### src/rtl/bcd_updown_counter.sv
// bcd_updown_counter: cascadable N-digit BCD up/down counter with
// synchronous clear/load, sticky wrap flag and saturating load with error flag.
module bcd_updown_counter #(
   parameter int DIGITS = 4
) (
   input  logic                  m_clock,
   input  logic                  m_reset_,
   input  logic                  m_ei,
   input  logic                  m_up,
   input  logic                  m_clr,
   input  logic                  m_ld,
   input  logic [4*DIGITS-1:0]   m_d,
   output logic [4*DIGITS-1:0]   q,
   output logic                  eu,
   output logic                  wrap,
   output logic                  ld_err
);
   logic [4*DIGITS-1:0] cnt_q, cnt_d, cnt_nxt, ld_val;
   logic                wrap_q, wrap_d, ld_err_q, ld_err_d, bad, c;

   // c walks up the digits as the ripple enable; after the loop it is the chain output
   always_comb begin
      c = m_ei;
      bad = 1'b0;
      cnt_nxt = cnt_q;
      ld_val = m_d;
      for (int k = 0; k < DIGITS; k++) begin
         cnt_nxt[4*k+:4] = cnt_q[4*k+:4] > 4'd9 ? (m_up ? 4'd0 : 4'd9) :
                           !c ? cnt_q[4*k+:4] :
                           m_up ? (cnt_q[4*k+:4] == 4'd9 ? 4'd0 : cnt_q[4*k+:4] + 4'd1) :
                                  (cnt_q[4*k+:4] == 4'd0 ? 4'd9 : cnt_q[4*k+:4] - 4'd1);
         c = c & (cnt_q[4*k+:4] == (m_up ? 4'd9 : 4'd0));
         ld_val[4*k+:4] = m_d[4*k+:4] > 4'd9 ? 4'd9 : m_d[4*k+:4];
         bad = bad | (m_d[4*k+:4] > 4'd9);
      end
      eu = c;
      cnt_d = m_clr ? '0 : m_ld ? ld_val : m_ei ? cnt_nxt : cnt_q;
      wrap_d = !m_clr & (wrap_q | (!m_ld & c));
      ld_err_d = m_clr ? 1'b0 : m_ld ? bad : ld_err_q;
   end

   always_ff @(posedge m_clock or negedge m_reset_) begin
      if (!m_reset_) begin
         cnt_q <= '0;
         wrap_q <= 1'b0;
         ld_err_q <= 1'b0;
      end else begin
         cnt_q <= cnt_d;
         wrap_q <= wrap_d;
         ld_err_q <= ld_err_d;
      end
   end

   assign q = cnt_q;
   assign wrap = wrap_q;
   assign ld_err = ld_err_q;
endmodule

### config.mk
export PLATFORM = sky130hd
export DESIGN_NAME = bcd_updown_counter
export DESIGN_NICKNAME = d
export VERILOG_FILES = /design/src/rtl/bcd_updown_counter.sv
export SDC_FILE = /design/constraint.sdc
export NUM_CORES = 1
export LEC_CHECK = 0
export CORE_AREA = 10 10 74 76
export CTS_BUF_LIST = sky130_fd_sc_hd__clkbuf_16
export DETAILED_ROUTE_END_ITERATION = 10
export DIE_AREA = 0 0 84 86
export HOLD_SLACK_MARGIN = 0.06
export PLACE_DENSITY_LB_ADDON = 0.08
export SYNTH_ARGS = -nofsm -noshare
export SYNTH_HDL_FRONTEND = slang
export SYNTH_SLANG_ARGS = --single-unit
### constraint.sdc
create_clock -name m_clock -period 2.4 [get_ports m_clock]
set_clock_uncertainty 0.15 [all_clocks]
set_input_delay 0.72 -clock m_clock [delete_from_list [all_inputs] [get_ports m_clock]]
set_output_delay 0.72 -clock m_clock [all_outputs]
set_load 0.02 [all_outputs]
# --- Word-level counts from Yosys, hierarchy flattened ---
# Index checks and enable logic that the tools add are counted.
totals:
  reg_bits: 18
  elab_cells: 84
classes:
  add_sub_neg: 8
  order_cmp: 8
  n_eq_ne: 8
  muxes: 30
  bitwise_logic: 10
  reduce_logical: 14
op_table:
  columns: ["operator", "count"]
  rows:
  - ["2-to-1 mux 4 bit", 25]
  - ["2-to-1 mux 16 bit", 3]
  - ["greater-than comparator 4 bit, second input constant", 8]
  - ["adder 4 x 1 -> 4 bit, second input constant", 4]
  - ["== test 4 bit", 4]
  - ["== test 4 bit, second input constant", 4]
  - ["zero test 4 bit", 4]
  - ["subtractor 4 x 1 -> 4 bit, second input constant", 4]
  - ["nonzero test 4 bit", 3]
  - ["AND 1 bit", 6]
  - ["AND reduction 2 bit", 3]
  - ["bitwise OR 1 bit", 4]
  - ["nonzero test 3 bit", 1]
  - ["zero test 1 bit", 2]
  - ["2-to-1 mux 1 bit", 2]
  - ["nonzero test 2 bit", 1]

# --- Depth between registers and ports, before layout ---
# Gate-level depths: netlist of the first run.
depth:
  depth_word: 10
  ltp_mapped: 8

# --- Least setup slack after synthesis of the first run ---
# No wires, ideal clock.
synth_timing:
  path_type: "input-to-output"
  start: "in m_ei"
  end: "out eu"
  t_arrival_ns: 1.736
  required_time_ns: 1.530
  path_slack_ns: -0.206
  cell_stages: 5
  n_path_buf: 1
  cell_sequence: "buf_2 > nor3b_1 > nand2_1 > nor4_1 > o2111a_1"
synth_between:
  elab_chain_len: 4
synth_rtl:
  columns: ["item", "line_no", "source"]
  rows:
  - ["start: declaration", "8", "input logic m_ei,"]
  - ["AND 1 bit (4 in series)", "32", "c = c & (cnt_q[4*k+:4] == (m_up ? 4'd9 : 4'd0));"]
  - ["end: declaration", "14", "output logic eu,"]
# Every way passes these cells.

# --- Worst setup path in the final report of the first run ---
# Ends and elaborated chain as after synthesis.

==> impl_metrics.py, run 1 <==
metrics = {
    "status": {
        "outcome": "finished with violations",
        "failed_checks": "negative setup slack",
    },
    "detailed_routing": {
        "drtIter0Drc": 173,
        "ant_nets": 0,
        "dr.pass1.iters": 4,
        "totalWireLength_um": 5870,
        "vias": 2068,
        "avgRoutedWirePerCell_um": 16.2,
        "vias_per_cell": 5.71,
        "drcViolationCount": 0,
    },
    "job": {
        "cap_violations": 0,
    },
    "logic_synthesis": {
        "synthArstFlopShare_pct": 100,
        "syn-instance-count": 242,
        "synth-simple-area-share_pct": 29.1,
        "synth_fa_ha_area_share_pct": 3.52,
        "synth_seq_cells": 18,
        "ys_warn_count": 0,
        "synth_xor_area_share_pct": 1.48,
        "synth-main-ff-cell": "dfrtp_1",
        "syn_area_per_cell_um2": 7.35,
        "synth_compound_area_share_pct": 31.0,
        "ys_seq_area_share_pct": 25.3,
        "synth_top_family_by_area": "compound AO/OA/AOI/OAI gates",
        "synth.distinct_cells": 57,
        "syn_nets": 269,
        "yosys-mux-area-fraction_pct": 1.97,
        "syn_area_um2": 1780,
        "synth-edff-count": 0,
    },
    "worst_setup_path": {
        "path_common_cell": "buf_6",
        "crit_type": "in -> out",
        "path_cells": "buf_6 -> nor3b_4 -> nand2_2 -> nor4_2 -> o2111a_2 -> buf_6",
        "worstPathMaxFanout": 2,
        "cp-start-kind": "input pin",
        "cp-end-kind": "output port",
        "critPathArrivalTime_ns": 1.66,
        "rr_endpoint": "q[4]$_DFFE_PN0P_",
        "rrSetupSlack_ns": 0.38,
        "required_ns": 1.53,
        "max_stage_delay_ns": 0.26,
        "cpMaxStageDelayCell": "o2111a_2",
        "worst-r2r-cell-count": 10,
        "reg2reg_from": "q[1]$_DFFE_PN0P_",
    },
    "sta": {
        "hold-worst-slack_ns": 0.350,
        "fin_crit_ns": 2.53,
        "setup_viol": 1,
        "slew_headroom_pct": 68.5,
        "finalHoldViolCount": 0,
        "maxSlewViolCount": 0,
        "clock.fmax_mhz": 395,
        "tightest_slew_ns": 0.468,
        "min_period_over_period_pct": 105,
        "rsz0062_at_grt": "true",
        "fin_ws_ns": -0.129,
    },
    "floorplanning": {
        "ioPinCount": 41,
        "rows": 23,
        "core_um2": 3970,
        "die_h_um": 86,
        "die-width_um": 84,
        "die_area_um2": 7220,
        "start_util_pct": 44.8,
    },
    "min_path": {
        "hold_path_end": "wrap$_DFF_PN0_",
        "hold_class": "reg -> reg",
        "hold_depth": 2,
        "hold_path.startpoint": "wrap$_DFF_PN0_",
    },
    "power": {
        "power_switching_share_pct": 34.1,
        "p_leak_nw": 1.15,
        "clkPwrFrac_pct": 27.9,
        "p_per_area_nw_per_um2": 462,
        "combPwrFrac_pct": 43.3,
        "power_w": 0.00122,
        "p_int_w": 0.000804,
        "p_seq_share_pct": 28.8,
        "p_switching_w": 0.000415,
        "peakVddDrop_mv": 0.393,
    },
    "grt": {
        "grt_pass1_wl_um": 9510,
        "grt_pass1_vias": 1950,
        "grt_max_degree": 19,
        "antenna_found_initial": 0,
        "grtUsageTotal_pct": 15.7,
        "grt_overflow": 0,
    },
    "cts": {
        "cts_buffers": 3,
        "cts.sink_count": 18,
        "htree_levels": 1,
        "cts_tree": "yes",
        "clockBufferDepth": 2,
        "postCtsHoldBufs": 0,
        "clkLatencyLatePin_ns": 0.25,
        "root_buffer": "clkbuf_16",
        "path_clk_slew_ns": 0.05,
    },
    "finish": {
        "final_nets": 341,
        "antenna_cells": 0,
        "drive_gt1_share_pct": 22.4,
        "syn2layout_area_growth_pct": 48.3,
    },
    "placement": {
        "dp_hpwl_um": 4430,
        "port_buffers": 40,
        "gp_congestion": 0.846,
    },
}
==> power groups by stage <==
| stage | Clock [W] | Sequential (W) | Combinational, W |
|---|---|---|---|
| after detailed placement | 0 | 0.000353 | 0.000499 |
| after global routing | 0.000354 | 0.000355 | 0.000578 |
| after CTS | 0.000345 | 0.000350 | 0.000522 |
| after global placement | 0 | 0.000353 | 0.000497 |
| final | 0.000340 | 0.000352 | 0.000528 |
| after floorplan | 0 | 0.000386 | 0.000249 |
==> state kept, by name, indices dropped and copies added, names as in the netlist <==
signal / count
q: 16
wrap: 1
ld_err: 1
==> critical path, delay by kind of cell <==
kind,cells,cell delay [ns]
compound gates,1,0.26
simple gates,3,0.48
buf+inv,2,0.19
==> cell usage in the layout, fill, tap and decap left out, types with 6 or more instances in the layout <==
master / instances
o21ai_0: 18
nand2_1: 23
clkdlybuf4s50_1: 36
nor3_1: 12
dfrtp_1: 18
a31oi_1: 6
a21oi_1: 11
inv_1: 12
buf_4: 47
nor2_1: 25
==> cell usage after synthesis, types with 5 or more instances <==
cell       n  area, um2
a21oi_1   11       55.1
a221oi_1   5       43.8
a31oi_1    6       37.5
and3_1     5       31.3
buf_2      6       30.0
clkbuf_1  12       45.0
dfrtp_1   18        450
ha_1       5       62.6
inv_1     12       45.0
nand2_1   25       93.8
nand3_1    5       25.0
nor2_1    26       97.6
nor2b_1    5       31.3
nor3_1    13       65.1
o21ai_0   18       90.1
==> worst max path at each step <==
stage	start	endpoint	cells past startpoint	slack, ns
after CTS	m_up	eu	6	-0.12
final	m_ei	eu	6	-0.13
after detailed placement	m_up	eu	6	-1.16
after global routing	m_ei	eu	6	-0.17
after floorplan	m_ei	eu	5	-0.08
after global placement	m_up	eu	6	-1.13
==> cell type report <==
class | instances | area (um2)
fillers | 354 | 1330
multi-input cells | 191 | 1230
repair buffers | 87 | 768
flip-flops and latches | 18 | 450
clock buffers | 3 | 75.1
well taps | 50 | 62.6
inverters | 13 | 48.8
==> cell families (layout without fill, tap and decap cells) <==
family / after synthesis / after routing
DFF: 18 / 18
AOI/OAI and AO/OA: 77 / 77
buffers and inverters: 33 / 103
and+or+nand+nor: 103 / 103
xor gates and xnor gates: 3 / 3
muxes: 3 / 3
adders and majority gates: 5 / 5
==> metal layers <==
layer,share of wire (%),global-route usage (%)
met5,0,0
met4,1.9,5.63
met3,7.7,4.26
met2,47,25.9
met1,43,19.1
==> per-stage QoR <==
step           instances  worst slack (ns)  cell area [um2]  utilization [%]  setup TNS, ns
6_report             362            -0.129             2640             66.4         -0.129
5_1_grt              362            -0.167             2640             66.4         -0.167
4_1_cts              362            -0.118             2630             66.2         -0.118
3_5_place_dp         354             -1.16             2470             62.3          -6.42
3_3_place_gp         354             -1.13             2470             62.3          -5.72
2_1_floorplan        242           -0.0789             1790                -        -0.0789
==> repair_timing <==
action	in CTS	in global routing
gates resized for setup	24	3
pin swaps	5	1
setup endpoints to repair	13	2
setup buffers	5	0
gates cloned	0	0
(Power assumes the default switching activity.)
==> run 2: changes to the inputs <==
- CELL_PAD_IN_SITES_DETAIL_PLACEMENT: unset -> 1
- CELL_PAD_IN_SITES_GLOBAL_PLACEMENT: unset -> 2
- CORE_AREA: 10 10 74 76 -> 10 10 96 98
- DIE_AREA: 0 0 84 86 -> 0 0 106 108
==> impl_metrics.py, run 2 (synthesis gave the netlist of run 1 again) <==
metrics = {
    "job": {
        "cap_violations": 0,
    },
    "cts": {
        "htree_levels": 1,
        "root_buffer": "clkbuf_16",
        "cts_buffers": 3,
        "cts.sink_count": 18,
        "path_clk_slew_ns": 0.06,
        "cts_tree": "yes",
        "postCtsHoldBufs": 0,
        "clkLatencyLatePin_ns": 0.25,
        "clockBufferDepth": 2,
    },
    "finish": {
        "largest_reg_flops": 16,
        "final_nets": 343,
        "final_common_cell": "buf_4",
        "antenna_cells": 0,
        "postLayoutCoreUtil_pct": 36.4,
        "syn2layout_area_growth_pct": 52.4,
        "fillers": 947,
        "final_cell_mix": "buf_4 (48), clkdlybuf4s50_1 (36), nor2_1 (25)",
        "drive_gt1_share_pct": 23.2,
    },
    "worst_setup_path": {
        "worstPathMaxFanout": 5,
        "rr_endpoint": "q[0]$_DFFE_PN0P_",
        "critPathArrivalTime_ns": 1.64,
        "worst-r2r-cell-count": 8,
        "cp-end-kind": "output port",
        "cp-start-kind": "input pin",
        "max_stage_delay_ns": 0.28,
        "required_ns": 1.53,
        "cpMaxStageDelayCell": "o2111a_2",
        "rrSetupSlack_ns": 0.29,
        "crit_type": "in -> out",
        "path_common_cell": "buf_6",
        "path_cells": "buf_6 -> and3_1 -> nor2_1 -> nor4_2 -> o2111a_2 -> buf_6",
        "reg2reg_from": "q[1]$_DFFE_PN0P_",
    },
    "min_path": {
        "hold_class": "reg -> reg",
        "hold_depth": 2,
        "hold_path.startpoint": "wrap$_DFF_PN0_",
        "hold_path_end": "wrap$_DFF_PN0_",
    },
    "grt": {
        "grt_pass1_vias": 2193,
        "grtUsageTotal_pct": 12.3,
        "grt_overflow": 0,
        "grt_max_degree": 19,
        "antenna_found_initial": 0,
        "grt_pass1_wl_um": 11500,
    },
    "placement": {
        "gp_congestion": 0.745,
        "port_buffers": 40,
        "dp_hpwl_um": 5590,
    },
    "detailed_routing": {
        "vias_per_cell": 4.99,
        "drtIter0Drc": 34,
        "ant_nets": 0,
        "vias": 2074,
        "dr.pass1.iters": 4,
        "drcViolationCount": 0,
        "totalWireLength_um": 6970,
        "avgRoutedWirePerCell_um": 16.8,
    },
    "floorplanning": {
        "rows": 32,
        "core_um2": 7450,
        "ioPinCount": 41,
        "die_area_um2": 11400,
        "die-width_um": 106,
        "die_h_um": 108,
        "start_util_pct": 23.9,
    },
    "sta": {
        "slew_headroom_pct": 71.1,
        "tightest_slew_ns": 0.430,
        "fin_crit_ns": 2.51,
        "rsz0062_at_grt": "true",
        "fin_ws_ns": -0.112,
        "min_period_over_period_pct": 105,
        "setup_viol": 1,
        "finalHoldViolCount": 0,
        "maxSlewViolCount": 0,
        "clock.fmax_mhz": 398,
    },
    "status": {
        "failed_checks": "negative setup slack",
        "outcome": "finished with violations",
    },
    "power": {
        "peakVddDrop_mv": 0.216,
        "p_leak_nw": 1.15,
        "p_per_area_nw_per_um2": 454,
        "power_w": 0.00123,
    },
}
==> run 2: changes by cell type in the layout (fill, tap and decap cells not counted), sizes merged <==
| cell | change |
|---|---|
| buf | +2 |
==> run 2: per-layer routing <==
layer | global-route usage (%) | wire length, um
met5 | 0 | 0
met2 | 22.2 | 3590
met4 | 3.38 | 77
met3 | 1.73 | 219
met1 | 15.0 | 3080
==> run 2: what timing repair did <==
item | in CTS | in global routing
setup endpoints to repair | 13 | 2
pin swaps | 5 | 1
buffers inserted | 2 | 0
resized for setup | 26 | 1
==> run 2: final cells by class <==
cell class | instances | area, um2 | share of cell area, %
repair buffers | 89 | 778 | 28.7
flip-flops and latches | 18 | 450 | 16.6
multi-input cells | 191 | 1230 | 45.4
clock buffers | 3 | 75.1 | 2.77
inverters | 13 | 48.8 | 1.80
well taps | 102 | 128 | 4.71
==> run 2: worst max-delay path: cells and delay by family <==
family | cells | cell delay [ns]
and+or+nand+nor | 3 | 0.42
AOI/OAI and AO/OA | 1 | 0.28
buffers and inverters | 2 | 0.23
==> run 2: worst max-delay path by stage <==
stage,start,endpoint,slack [ns]
5_1_grt,m_ei,eu,-0.19
6_report,m_up,eu,-0.11
2_1_floorplan,m_ei,eu,-0.08
3_3_place_gp,m_up,eu,-1.14
3_5_place_dp,m_up,eu,-1.17
4_1_cts,m_up,eu,-0.13
==> run 2: through the flow <==
step	setup TNS, ns	worst slack [ns]	instances	hold slack (ns)	instance area, um2
floorplan	-0.0789	-0.0789	242	0.274	1790
global placement	-6.59	-1.14	411	0.340	2580
detailed placement	-6.78	-1.17	411	0.360	2580
CTS	-0.131	-0.131	416	0.372	2710
global route	-0.194	-0.194	416	0.432	2710
finish	-0.112	-0.112	416	0.371	2710
==> run 2: power breakdown <==
part	internal [W]	switching, W
clock network	0.000220	0.000124
logic	0.000257	0.000282
registers	0.000328	0.0000206
total	0.000805	0.000427
